--- src/rtl/usb_cmd_rx_if.sv ---
// usb_cmd_rx_if -- FT245 receive-side bus bundle for usb_cmd_rx.
//
// Signals:
//   RXF      FT245 receive-FIFO-not-empty, active low (FT245 -> rx)
//   USBX     FT245 data bus, read-only view (FT245 -> rx)
//   RD_EN    bus grant from the transmit side; 0 blocks new strobes
//   RD       FT245 read strobe, active low (rx -> FT245)
//   CMD      last accepted mode code
//   CMD_STB  one-cycle pulse when CMD is written
//   TRANSLEN transfer length in bytes
//   LEN_LOAD one-cycle pulse when TRANSLEN is loaded
//   LLD      lower-level-discriminator threshold (10-bit ADC scale)
//   BUSY     high from strobe start until decode completes
//   ERR_CNT  saturating count of unrecognised command bytes
//
// Modports: slave = usb_cmd_rx itself, master = FT245 pins plus the
// downstream sequencer that consumes the decoded outputs.
interface usb_cmd_rx_if;
  logic       RXF;
  logic [7:0] USBX;
  logic       RD_EN;
  logic       RD;
  logic [7:0] CMD;
  logic       CMD_STB;
  logic [7:0] TRANSLEN;
  logic       LEN_LOAD;
  logic [9:0] LLD;
  logic       BUSY;
  logic [7:0] ERR_CNT;

  modport slave (
    input  RXF, USBX, RD_EN,
    output RD, CMD, CMD_STB, TRANSLEN, LEN_LOAD, LLD, BUSY, ERR_CNT
  );

  modport master (
    output RXF, USBX, RD_EN,
    input  RD, CMD, CMD_STB, TRANSLEN, LEN_LOAD, LLD, BUSY, ERR_CNT
  );
endinterface

--- src/rtl/usb_cmd_rx.sv ---
// usb_cmd_rx -- FT245 receive-side command front-end.
//
// Runs the FT245 read handshake (RXF/RD), captures one command byte per
// strobe and decodes it into a mode code (CMD/CMD_STB), a transfer-length
// load (TRANSLEN/LEN_LOAD) and a saturating LLD threshold. Unknown bytes
// only bump ERR_CNT (saturating at 255).
//
// Ports:
//   CLK   125 MHz system clock
//   RSTN  synchronous active-low reset
//   bus   usb_cmd_rx_if.slave (RXF, USBX, RD_EN in; RD, CMD, CMD_STB,
//         TRANSLEN, LEN_LOAD, LLD, BUSY, ERR_CNT out)
//
// Build option:
//   USB_RX_SYNC_EN  when defined, RXF passes through a 2-flop synchroniser
//                   (reset to 1) before the IDLE decision; otherwise RXF is
//                   used directly (board-synchronous FT245 timing).
//
// Every output is a flop; there is no combinational input-to-output path.
module usb_cmd_rx #(
  parameter int         RD_LOW_CYC = 5,
  parameter int         RD_GAP_CYC = 2,
  parameter logic [9:0] LLD_INIT   = 10'd540,
  parameter logic [9:0] LLD_MAX    = 10'd1023
) (
  input logic         CLK,
  input logic         RSTN,
  usb_cmd_rx_if.slave bus
);

  typedef enum logic [1:0] {IDLE, STROBE, GAP, DECODE} state_t;

  localparam logic [7:0] LOW_LAST = 8'(RD_LOW_CYC - 1);
  localparam logic [7:0] GAP_LAST = 8'(RD_GAP_CYC - 1);

  state_t     state_q, state_d;
  logic [7:0] cnt_q, cnt_d;
  logic       rxf_eff;
  logic       rd_q, busy_q;
  logic [7:0] byte_p0;
  logic       vld_p0;
  logic [7:0] cmd_p1, translen_p1, err_cnt_p1;
  logic       cmd_stb_p1, len_load_p1;
  logic [9:0] lld_p1;

  // Step LLD by a signed delta and clamp to [0, LLD_MAX]; the extra width
  // keeps the intermediate sum from wrapping at either end.
  function automatic logic [9:0] lld_step(input logic [9:0] cur,
                                          input logic signed [11:0] delta);
    logic signed [11:0] sum;
    sum = $signed({2'b00, cur}) + delta;
    if (sum < 12'sd0)
      return 10'd0;
    else if (sum > $signed({2'b00, LLD_MAX}))
      return LLD_MAX;
    else
      return sum[9:0];
  endfunction

  function automatic logic [7:0] err_inc(input logic [7:0] cur);
    return (cur == 8'hFF) ? cur : cur + 8'd1;
  endfunction

`ifdef USB_RX_SYNC_EN
  logic rxf_s1, rxf_s2;

  always_ff @(posedge CLK) begin
    if (!RSTN) begin
      rxf_s1 <= 1'b1;
      rxf_s2 <= 1'b1;
    end else begin
      rxf_s1 <= bus.RXF;
      rxf_s2 <= rxf_s1;
    end
  end

  assign rxf_eff = rxf_s2;
`else
  assign rxf_eff = bus.RXF;
`endif

  // Handshake FSM: RXF/RD_EN only matter in IDLE, so a grant withdrawal or
  // RXF rising mid-byte never truncates a strobe already in progress.
  always_comb begin
    state_d = state_q;
    cnt_d   = cnt_q;
    case (state_q)
      IDLE: begin
        if (!rxf_eff && bus.RD_EN) begin
          state_d = STROBE;
          cnt_d   = '0;
        end
      end
      STROBE: begin
        if (cnt_q == LOW_LAST) begin
          state_d = GAP;
          cnt_d   = '0;
        end else begin
          cnt_d = cnt_q + 8'd1;
        end
      end
      GAP: begin
        if (cnt_q == GAP_LAST) begin
          state_d = DECODE;
          cnt_d   = '0;
        end else begin
          cnt_d = cnt_q + 8'd1;
        end
      end
      DECODE:  state_d = IDLE;
      default: state_d = IDLE;
    endcase
  end

  // RD and BUSY are registered from the next state so they move on the
  // same edge as the state register.
  always_ff @(posedge CLK) begin
    if (!RSTN) begin
      state_q <= IDLE;
      cnt_q   <= '0;
      rd_q    <= 1'b1;
      busy_q  <= 1'b0;
      vld_p0  <= 1'b0;
    end else begin
      state_q <= state_d;
      cnt_q   <= cnt_d;
      rd_q    <= (state_d != STROBE);
      busy_q  <= (state_d != IDLE);
      vld_p0  <= (state_d == DECODE);
    end
  end

  // ---- stage p0: byte capture on the edge where RD returns high ----
  always_ff @(posedge CLK) begin
    if (state_q == STROBE && cnt_q == LOW_LAST)
      byte_p0 <= bus.USBX;
  end

  // ---- stage p1: decode, applied on the edge ending DECODE ----
  always_ff @(posedge CLK) begin
    if (!RSTN) begin
      cmd_p1      <= 8'd0;
      cmd_stb_p1  <= 1'b0;
      translen_p1 <= 8'd0;
      len_load_p1 <= 1'b0;
      lld_p1      <= LLD_INIT;
      err_cnt_p1  <= 8'd0;
    end else begin
      cmd_stb_p1  <= 1'b0;
      len_load_p1 <= 1'b0;
      if (vld_p0) begin
        case (byte_p0)
          8'd1: begin
            cmd_p1     <= 8'd1;
            cmd_stb_p1 <= 1'b1;
            lld_p1     <= LLD_INIT;
          end
          8'd2, 8'd3, 8'd4, 8'd5, 8'd6, 8'd7: begin
            cmd_p1     <= byte_p0;
            cmd_stb_p1 <= 1'b1;
          end
          8'd8: begin
            cmd_p1      <= 8'd8;
            cmd_stb_p1  <= 1'b1;
            translen_p1 <= 8'd128;
            len_load_p1 <= 1'b1;
          end
          8'd16:   lld_p1 <= lld_step(lld_p1, 12'sd32);
          8'd17:   lld_p1 <= lld_step(lld_p1, -12'sd32);
          8'd18:   lld_p1 <= lld_step(lld_p1, 12'sd4);
          8'd19:   lld_p1 <= lld_step(lld_p1, -12'sd4);
          default: err_cnt_p1 <= err_inc(err_cnt_p1);
        endcase
      end
    end
  end

  assign bus.RD       = rd_q;
  assign bus.BUSY     = busy_q;
  assign bus.CMD      = cmd_p1;
  assign bus.CMD_STB  = cmd_stb_p1;
  assign bus.TRANSLEN = translen_p1;
  assign bus.LEN_LOAD = len_load_p1;
  assign bus.LLD      = lld_p1;
  assign bus.ERR_CNT  = err_cnt_p1;

endmodule

--- src/flat_wrapper.sv ---
// flat-port wrapper written by rule: the top's interface ports become plain ports
module usb_cmd_rx_flat 
#(
  parameter int         RD_LOW_CYC = 5,
  parameter int         RD_GAP_CYC = 2,
  parameter logic [9:0] LLD_INIT   = 10'd540,
  parameter logic [9:0] LLD_MAX    = 10'd1023
)
  (CLK, RSTN, bus_RXF, bus_USBX, bus_RD_EN, bus_RD, bus_CMD, bus_CMD_STB, bus_TRANSLEN, bus_LEN_LOAD, bus_LLD, bus_BUSY, bus_ERR_CNT);
  usb_cmd_rx_if bus_i ();
  input logic CLK;
  input logic RSTN;
  input wire logic [$bits(bus_i.RXF)-1:0] bus_RXF;
  input wire logic [$bits(bus_i.USBX)-1:0] bus_USBX;
  input wire logic [$bits(bus_i.RD_EN)-1:0] bus_RD_EN;
  output wire logic [$bits(bus_i.RD)-1:0] bus_RD;
  output wire logic [$bits(bus_i.CMD)-1:0] bus_CMD;
  output wire logic [$bits(bus_i.CMD_STB)-1:0] bus_CMD_STB;
  output wire logic [$bits(bus_i.TRANSLEN)-1:0] bus_TRANSLEN;
  output wire logic [$bits(bus_i.LEN_LOAD)-1:0] bus_LEN_LOAD;
  output wire logic [$bits(bus_i.LLD)-1:0] bus_LLD;
  output wire logic [$bits(bus_i.BUSY)-1:0] bus_BUSY;
  output wire logic [$bits(bus_i.ERR_CNT)-1:0] bus_ERR_CNT;
  assign bus_i.RXF = bus_RXF;
  assign bus_i.USBX = bus_USBX;
  assign bus_i.RD_EN = bus_RD_EN;
  assign bus_RD = bus_i.RD;
  assign bus_CMD = bus_i.CMD;
  assign bus_CMD_STB = bus_i.CMD_STB;
  assign bus_TRANSLEN = bus_i.TRANSLEN;
  assign bus_LEN_LOAD = bus_i.LEN_LOAD;
  assign bus_LLD = bus_i.LLD;
  assign bus_BUSY = bus_i.BUSY;
  assign bus_ERR_CNT = bus_i.ERR_CNT;
  usb_cmd_rx #(.RD_LOW_CYC(RD_LOW_CYC), .RD_GAP_CYC(RD_GAP_CYC), .LLD_INIT(LLD_INIT), .LLD_MAX(LLD_MAX)) u_core (.CLK(CLK), .RSTN(RSTN), .bus(bus_i));
endmodule
--- config.mk ---
export PLATFORM = sky130hd
export DESIGN_NAME = usb_cmd_rx_flat
export DESIGN_NICKNAME = d
export VERILOG_FILES = /design/src/rtl/usb_cmd_rx_if.sv /design/src/rtl/usb_cmd_rx.sv /design/src/flat_wrapper.sv
export SDC_FILE = /design/constraint.sdc
export NUM_CORES = 1
export LEC_CHECK = 0
export CAP_MARGIN = 40
export CORE_MARGIN = 4
export CORE_UTILIZATION = 40
export DETAILED_ROUTE_END_ITERATION = 10
export HOLD_SLACK_MARGIN = 0.15
export RECOVER_POWER = 25
export SYNTH_ARGS = -nofsm -noshare
export SYNTH_HDL_FRONTEND = slang
export SYNTH_SLANG_ARGS = --single-unit
--- constraint.sdc ---
create_clock -name CLK -period 2.52 [get_ports CLK]
set_clock_uncertainty 0.05 [all_clocks]
set_input_delay 0.378 -clock CLK [delete_from_list [all_inputs] [get_ports CLK]]
set_output_delay 0.378 -clock CLK [all_outputs]
set_load 0.03 [all_outputs]
==> results of run 1 <==
==> logic make-up after synthesis <==
kind of cell,Yosys count
xor gates and xnor gates,7
adders and majority gates,12
AOI/OAI and AO/OA,98
other,1
buffers and inverters,46
muxes,3
and+or+nand+nor,143
DFF,49
==> worst reg2reg max path: stages, from the launching register on <==
cell and delay, ns:
dfxtp_1 0.32, inv_1 0.11, ha_1 0.25, or4b_4 0.51, and3_4 0.19, a221o_1 0.40
a221oi_2 0.21, o221a_1 0.21
==> cell type report <==
cell class,count,share of cell area [%]
clock buffer,6,1.94
clock inverter,2,0.936
inverter,20,2.00
multi-input combinational,270,48.4
sequential,49,28.3
tap,99,3.31
timing repair buffer,62,15.0
==> registers in the layout (all words and copies together), names as in the netlist <==
| name | cells |
|---|---|
| u_core.bus.LEN_LOAD | 1 |
| u_core.bus.BUSY | 1 |
| u_core.bus.CMD | 8 |
| u_core.bus.ERR_CNT | 8 |
| u_core.bus.RD | 1 |
| u_core.bus.LLD | 9 |
| u_core.byte_p0 | 8 |
| u_core.state_q | 2 |
| u_core.cnt_q | 8 |
| u_core.bus.TRANSLEN | 1 |
| u_core.vld_p0 | 1 |
| u_core.bus.CMD_STB | 1 |
==> per-layer routing <==
| layer | GRT usage [%] | vias to the layer above | share of wire [%] |
|---|---|---|---|
| met4 | 5.09 | 0 | 1.3 |
| li1 | - | 1439 | - |
| met3 | 3.24 | 11 | 6.7 |
| met1 | 26.6 | 1324 | 47 |
| met2 | 26.7 | 115 | 45 |
| met5 | 0 | - | 0 |
==> synthesized netlist by cell type, types with 3 or more instances <==
library cell  count
inv_1            20
nand2_1          25
nand2b_1          7
a21o_1            5
mux2i_1           3
nor4_1            4
or3_1             3
o31ai_1           9
o21a_1            3
nor3_1            9
ha_1             12
o41ai_1           3
o21ai_0          16
edfxtp_1          8
and2_1            6
dfxtp_1          41
a31oi_1           4
nor2_1           20
a22oi_1           3
o22a_1            3
nor4b_1           3
and3b_1           3
nand3_1          19
xor2_1            5
nor2b_1           4
clkbuf_1         14
a21oi_1          19
and3_1            7
nand4_1           7
a32oi_1           4
buf_4            10
o211ai_1          3
or4_1             6
==> power by group through the flow <==
stage	Clock, W	Combinational (W)	Sequential (W)
6_report	0.000559	0.0000803	0.000799
3_3_place_gp	0	0.0000832	0.000817
5_1_grt	0.000613	0.0000887	0.000799
2_1_floorplan	0	0.0000518	0.000822
3_5_place_dp	0	0.0000841	0.000817
4_1_cts	0.000577	0.0000843	0.000799
==> worst paths after layout <==
| path | depth (start not counted) | start | endpoint | slack, ns |
|---|---|---|---|---|
| min reg2reg | 2 | u_core.bus.CMD[1] | u_core.bus.CMD[1] | 0.40 |
| max | 7 | u_core.bus.LLD[5] | u_core.bus.LLD[0] | 0.21 |
| max reg2reg | 7 | u_core.bus.LLD[5] | u_core.bus.LLD[0] | 0.21 |
| min | 2 | u_core.bus.CMD[1] | u_core.bus.CMD[1] | 0.40 |
==> stage by stage <==
step	power (W)	setup slack [ns]	hold WS (ns)
6_report	0.00144	0.207	0.404
5_1_grt	0.00150	0.0731	0.425
4_1_cts	0.00146	0.239	0.415
3_5_place_dp	0.000901	0.274	0.399
3_3_place_gp	0.000900	0.243	0.391
2_1_floorplan	0.000874	0.0449	0.427
==> results.py, run 1 <==
metrics = {
    "power_and_ir_drop": {
        "clock_power_share_pct": 38.9,
        "combPwrFrac_pct": 5.6,
        "powerDensity_mw_per_mm2": 384,
        "ir_drop_uv": 233,
        "netSwitchingPower_w": 0.000317,
        "p_int_w": 0.00112,
        "swShare_pct": 22.1,
        "leakage_nw": 1.43,
        "seq_power_share_pct": 55.6,
    },
    "yosys": {
        "synth_top_area_share_pct": 26.7,
        "synth_mux_area_share_pct": 0.978,
        "yosysTopAreaCell": "dfxtp_1",
        "synth_seq_area_share_pct": 34.6,
        "synth_compound_area_share_pct": 22.8,
        "synth_top_family_by_area": "simple AND/OR/NAND/NOR gates",
        "synth-seq-cells": 49,
        "synth_area_leaders": "dfxtp_1 27%, edfxtp_1 7.8%, ha_1 4.9%",
        "synthDistinctLibCells": 70,
        "synth_edf_count": 8,
        "synthCells": 359,
        "syn_area_per_cell_um2": 8.55,
        "yosysWarnings": 0,
        "synthSimpleGateAreaFrac_pct": 27.6,
        "synthAdderAreaFrac_pct": 4.89,
        "syn_area_mm2": 0.00307,
        "ys.flop_type": "dfxtp_1",
        "synthXorXnorAreaFrac_pct": 2.00,
        "async_reset_ff_share_pct": 0,
    },
    "drt": {
        "finalWirelength_um": 7910,
        "viasPerCell": 5.69,
        "drt_first_pass_iters": 5,
        "wl_per_cell_um": 15.6,
        "vias": 2889,
        "detail_route.iter0.violations": 236,
        "drc_errors": 0,
        "drtAntennaViolNets": 0,
    },
    "place": {
        "placed_cell_area_mm2": 0.00364,
        "dp_cells": 500,
        "dp_hpwl_um": 5900,
        "gp_congestion": 0.951,
        "io_buffers": 42,
    },
    "layout": {
        "post-route-util_pct": 50.8,
        "area.growth.synth_to_final_pct": 22.0,
        "seqCellArea_mm2": 0.00106,
        "fill_cells": 716,
        "diodes": 0,
        "final_cell_mix": "41 x dfxtp_1, 25 x nand2_1, 24 x clkdlybuf4s50_1",
        "final_cell_area_mm2": 0.00374,
        "fin_cells": 508,
        "multi_input_area_mm2": 0.00181,
        "drive_gt1_share_pct": 9.29,
        "layout_commonest_cell": "dfxtp_1",
        "nNetsFinal": 432,
    },
    "grt": {
        "grt_pass1_wl_um": 13200,
        "grt_use_total_pct": 18.0,
        "grt_max_degree": 18,
        "overflow": 0,
        "grt_pass1_vias": 2651,
        "antenna_found_initial": 0,
    },
    "setup_path": {
        "path_max_fanout": 6,
        "crit_required_ns": 2.72,
        "worstSetupPathType": "flip-flop to flip-flop",
        "slowest_delay_ns": 0.51,
        "crit_family": "compound AO/OA/AOI/OAI gates",
        "crit_path_start_kind": "flip-flop",
        "cp-end-kind": "flip-flop",
        "worst-endpoint-arrival_ns": 2.51,
        "path_cells": "inv_1 -> ha_1 -> or4b_4 -> and3_4 -> a221o_1 -> a221oi_2 -> o221a_1",
        "critPathBufInv": 1,
        "slowest_stage": "or4b_4",
    },
    "floorplan": {
        "die_x_um": 95.6,
        "ioPinCount": 50,
        "dieArea_mm2": 0.00914,
        "fp-row-count": 31,
        "dieHeight_um": 95.6,
        "start_util_pct": 41.7,
        "core_mm2": 0.00737,
    },
    "timing": {
        "slew_headroom_pct": 58.0,
        "finalCritPeriodShare_pct": 91.8,
        "tns_ns": 0,
        "finalCriticalPeriod_ns": 2.31,
        "finalSetupViolCount": 0,
        "maxSlewViolCount": 0,
        "hold_violations": 0,
        "fmax_mhz": 432,
        "worst_pin_slew_ns": 0.625,
        "rsz0062_at_grt": "no",
    },
    "cts": {
        "insertion_delay_ns": 0.31,
        "cts_setup_buffers": 0,
        "clock_path_buffers": 2,
        "numCtsBuffers": 5,
        "numClockSinks": 49,
        "cts_tree": "done",
        "clk_pin_slew_ns": 0.09,
        "cts_hold_buf": 0,
        "cts-resized-gates": 0,
        "htreeDepth": 2,
        "cts_root_buffer": "clkbuf_8",
    },
    "hold_path": {
        "hold_class": "flip-flop to flip-flop",
    },
    "outcome": {
        "status": "completed",
    },
    "job": {
        "max_cap_viol_count": 0,
    },
}
Note: power is estimated with default switching activity, not from simulation.
==> run 2, diff against run 1 <==
--- a/config.mk
+++ b/config.mk
@@ -7,10 +7,12 @@
 export LEC_CHECK = 0
 export CAP_MARGIN = 40
 export CORE_MARGIN = 4
-export CORE_UTILIZATION = 40
+export CORE_UTILIZATION = 54
 export DETAILED_ROUTE_END_ITERATION = 10
 export HOLD_SLACK_MARGIN = 0.15
+export PLACE_DENSITY = 0.8
 export RECOVER_POWER = 25
+export SLEW_MARGIN = 20
 export SYNTH_ARGS = -nofsm -noshare
 export SYNTH_HDL_FRONTEND = slang
 export SYNTH_SLANG_ARGS = --single-unit
==> results.py, run 2 (same netlist as run 1, synthesis figures left out) <==
metrics = {
    "outcome": {
        "status": "completed",
    },
    "cts": {
        "cts_tree": "done",
        "clock_path_buffers": 2,
        "cts_root_buffer": "clkbuf_8",
        "numClockSinks": 49,
        "insertion_delay_ns": 0.31,
        "clk_pin_slew_ns": 0.09,
        "cts_hold_buf": 0,
        "numCtsBuffers": 5,
        "htreeDepth": 2,
    },
    "floorplan": {
        "start_util_pct": 55.8,
        "core_mm2": 0.00551,
        "dieHeight_um": 83.4,
        "die_x_um": 83.4,
        "dieArea_mm2": 0.00696,
        "ioPinCount": 50,
        "fp-row-count": 27,
    },
    "timing": {
        "maxSlewViolCount": 0,
        "worst_pin_slew_ns": 0.685,
        "fmax_mhz": 416,
        "finalCriticalPeriod_ns": 2.40,
        "finalSetupViolCount": 0,
        "slew_headroom_pct": 54.4,
        "finalCritPeriodShare_pct": 95.4,
        "hold_violations": 0,
        "setup_ws_ns": 0.116,
    },
    "setup_path": {
        "critPathBufInv": 1,
        "crit_path_start_kind": "flip-flop",
        "rr_startpoint": "u_core.bus.LLD[6]",
        "r2r_end": "u_core.bus.LLD[0]",
        "slowest_stage": "or4b_4",
        "reg2reg_slack_ns": 0.12,
        "path_cells": "inv_1 -> ha_1 -> or4b_4 -> and3_4 -> a221o_1 -> a221oi_2 -> o221a_1",
        "path_max_fanout": 9,
        "r2r_cells": 7,
        "crit_family": "compound AO/OA/AOI/OAI gates",
        "startpoint": "u_core.bus.LLD[6]",
        "cp-end-kind": "flip-flop",
        "worstSetupPathType": "flip-flop to flip-flop",
        "crit_required_ns": 2.73,
        "slowest_delay_ns": 0.50,
        "worst-endpoint-arrival_ns": 2.61,
    },
    "place": {
        "io_buffers": 42,
        "gp_congestion": 0.968,
        "dpl_worst_slack_ns": 0.199,
        "dp_cells": 473,
        "dp_hpwl_um": 6040,
    },
    "drt": {
        "wl_per_cell_um": 17.0,
        "drt_first_pass_iters": 5,
        "viasPerCell": 6.16,
        "detail_route.iter0.violations": 276,
        "drc_errors": 0,
        "finalWirelength_um": 8160,
        "vias": 2964,
        "drtAntennaViolNets": 0,
    },
    "grt": {
        "grt_use_met3_pct": 5.56,
        "use_met2_pct": 36.9,
        "grt.met1_usage_pct": 30.8,
        "busiest_layer": "met2",
        "overflow": 0,
        "grt_pass1_wl_um": 13300,
        "grt_pass1_vias": 2753,
        "antenna_found_initial": 0,
        "grt_max_degree": 18,
        "grt_use_total_pct": 23.2,
    },
    "power_and_ir_drop": {
        "total_power_w": 0.00141,
        "ir_drop_uv": 330,
        "powerDensity_mw_per_mm2": 380,
        "leakage_nw": 1.43,
    },
    "layout": {
        "seqCellArea_mm2": 0.00106,
        "layout_commonest_cell": "dfxtp_1",
        "diodes": 0,
        "nNetsFinal": 432,
        "multi_input_area_mm2": 0.00182,
        "final_cell_mix": "41 x dfxtp_1, 25 x nand2_1, 23 x clkdlybuf4s50_1",
        "drive_gt1_share_pct": 9.78,
        "largest_reg_flops": 9,
        "fin_cells": 481,
        "fill_cells": 476,
        "area.growth.synth_to_final_pct": 21.1,
    },
    "hold_path": {
        "holdPathStages": 1,
        "min-delay-start": "u_core.bus.CMD[3]",
        "holdPathEnd": "u_core.bus.CMD[3]",
        "hold_class": "flip-flop to flip-flop",
    },
    "job": {
        "max_cap_viol_count": 0,
    },
}
## run 2: cell count changes in the layout (fill, tap and decap cells not counted), sizes merged
cell | previous run | this run
clkbuf | 8 | 9
dlygate4sd3 | 18 | 19
clkdlybuf4s50 | 24 | 23
inv | 20 | 21
bufinv | 1 | 0
buf | 18 | 17
## run 2: worst max-delay path by stage
stage | slack, ns | end | depth (start not counted)
floorplan | 0.04 | u_core.bus.LLD[0] | 8
global placement | 0.28 | u_core.bus.LLD[0] | 7
detailed placement | 0.20 | u_core.bus.LLD[0] | 7
CTS | 0.18 | u_core.bus.LLD[0] | 7
global route | -0.0008 | u_core.bus.LLD[3] | 7
finish | 0.12 | u_core.bus.LLD[0] | 7
## run 2: area by class of cell
| class | count | share of cell area [%] |
|---|---|---|
| inverter | 20 | 2.02 |
| timing repair buffer | 62 | 15.0 |
| multi-input combinational | 270 | 49.1 |
| tap | 72 | 2.42 |
| clock buffer | 6 | 2.52 |
| sequential | 49 | 28.5 |
| clock inverter | 2 | 0.370 |
## run 2: worst reg2reg max path, delay by kind of cell (launching register included)
kind,cells,cell delay [ns]
compound gates,3,0.80
simple gates,2,0.69
flops,1,0.40
fa+ha+maj,1,0.26
buf+inv,1,0.15
## run 2: repair_timing
action	4_1_cts	5_1_grt
setup buffers	0	0
resized for setup	0	2
endpoints found under the setup margin	0	3
## run 2: metrics by stage
| stage | util, % | instance area (µm²) | hold WS, ns | setup TNS [ns] |
|---|---|---|---|---|
| global placement | 65.6 | 3610 | 0.390 | 0 |
| global route | 67.5 | 3720 | 0.431 | -0.000815 |
| CTS | 67.5 | 3720 | 0.416 | 0 |
| finish | 67.5 | 3720 | 0.406 | 0 |
| floorplan | - | 3090 | 0.427 | 0 |
| detailed placement | 65.6 | 3610 | 0.394 | 0 |
## run 2: report_power, final
part / leakage, nW / internal (W) / switching [W]
combinational: 0.970 / 0.0000283 / 0.0000532
clock: 0.0567 / 0.000258 / 0.000276
sequential: 0.403 / 0.000797 / 0.00000143
total: 1.43 / 0.00108 / 0.000330
## run 2: routing by layer
| metal | vias up | wire [µm] | part of all wire, % |
|---|---|---|---|
| met5 | - | 0 | 0 |
| met4 | 0 | 203 | 2.5 |
| met3 | 22 | 687 | 8.4 |
| met2 | 150 | 3690 | 45 |
| met1 | 1355 | 3580 | 44 |
| li1 | 1437 | - | - |
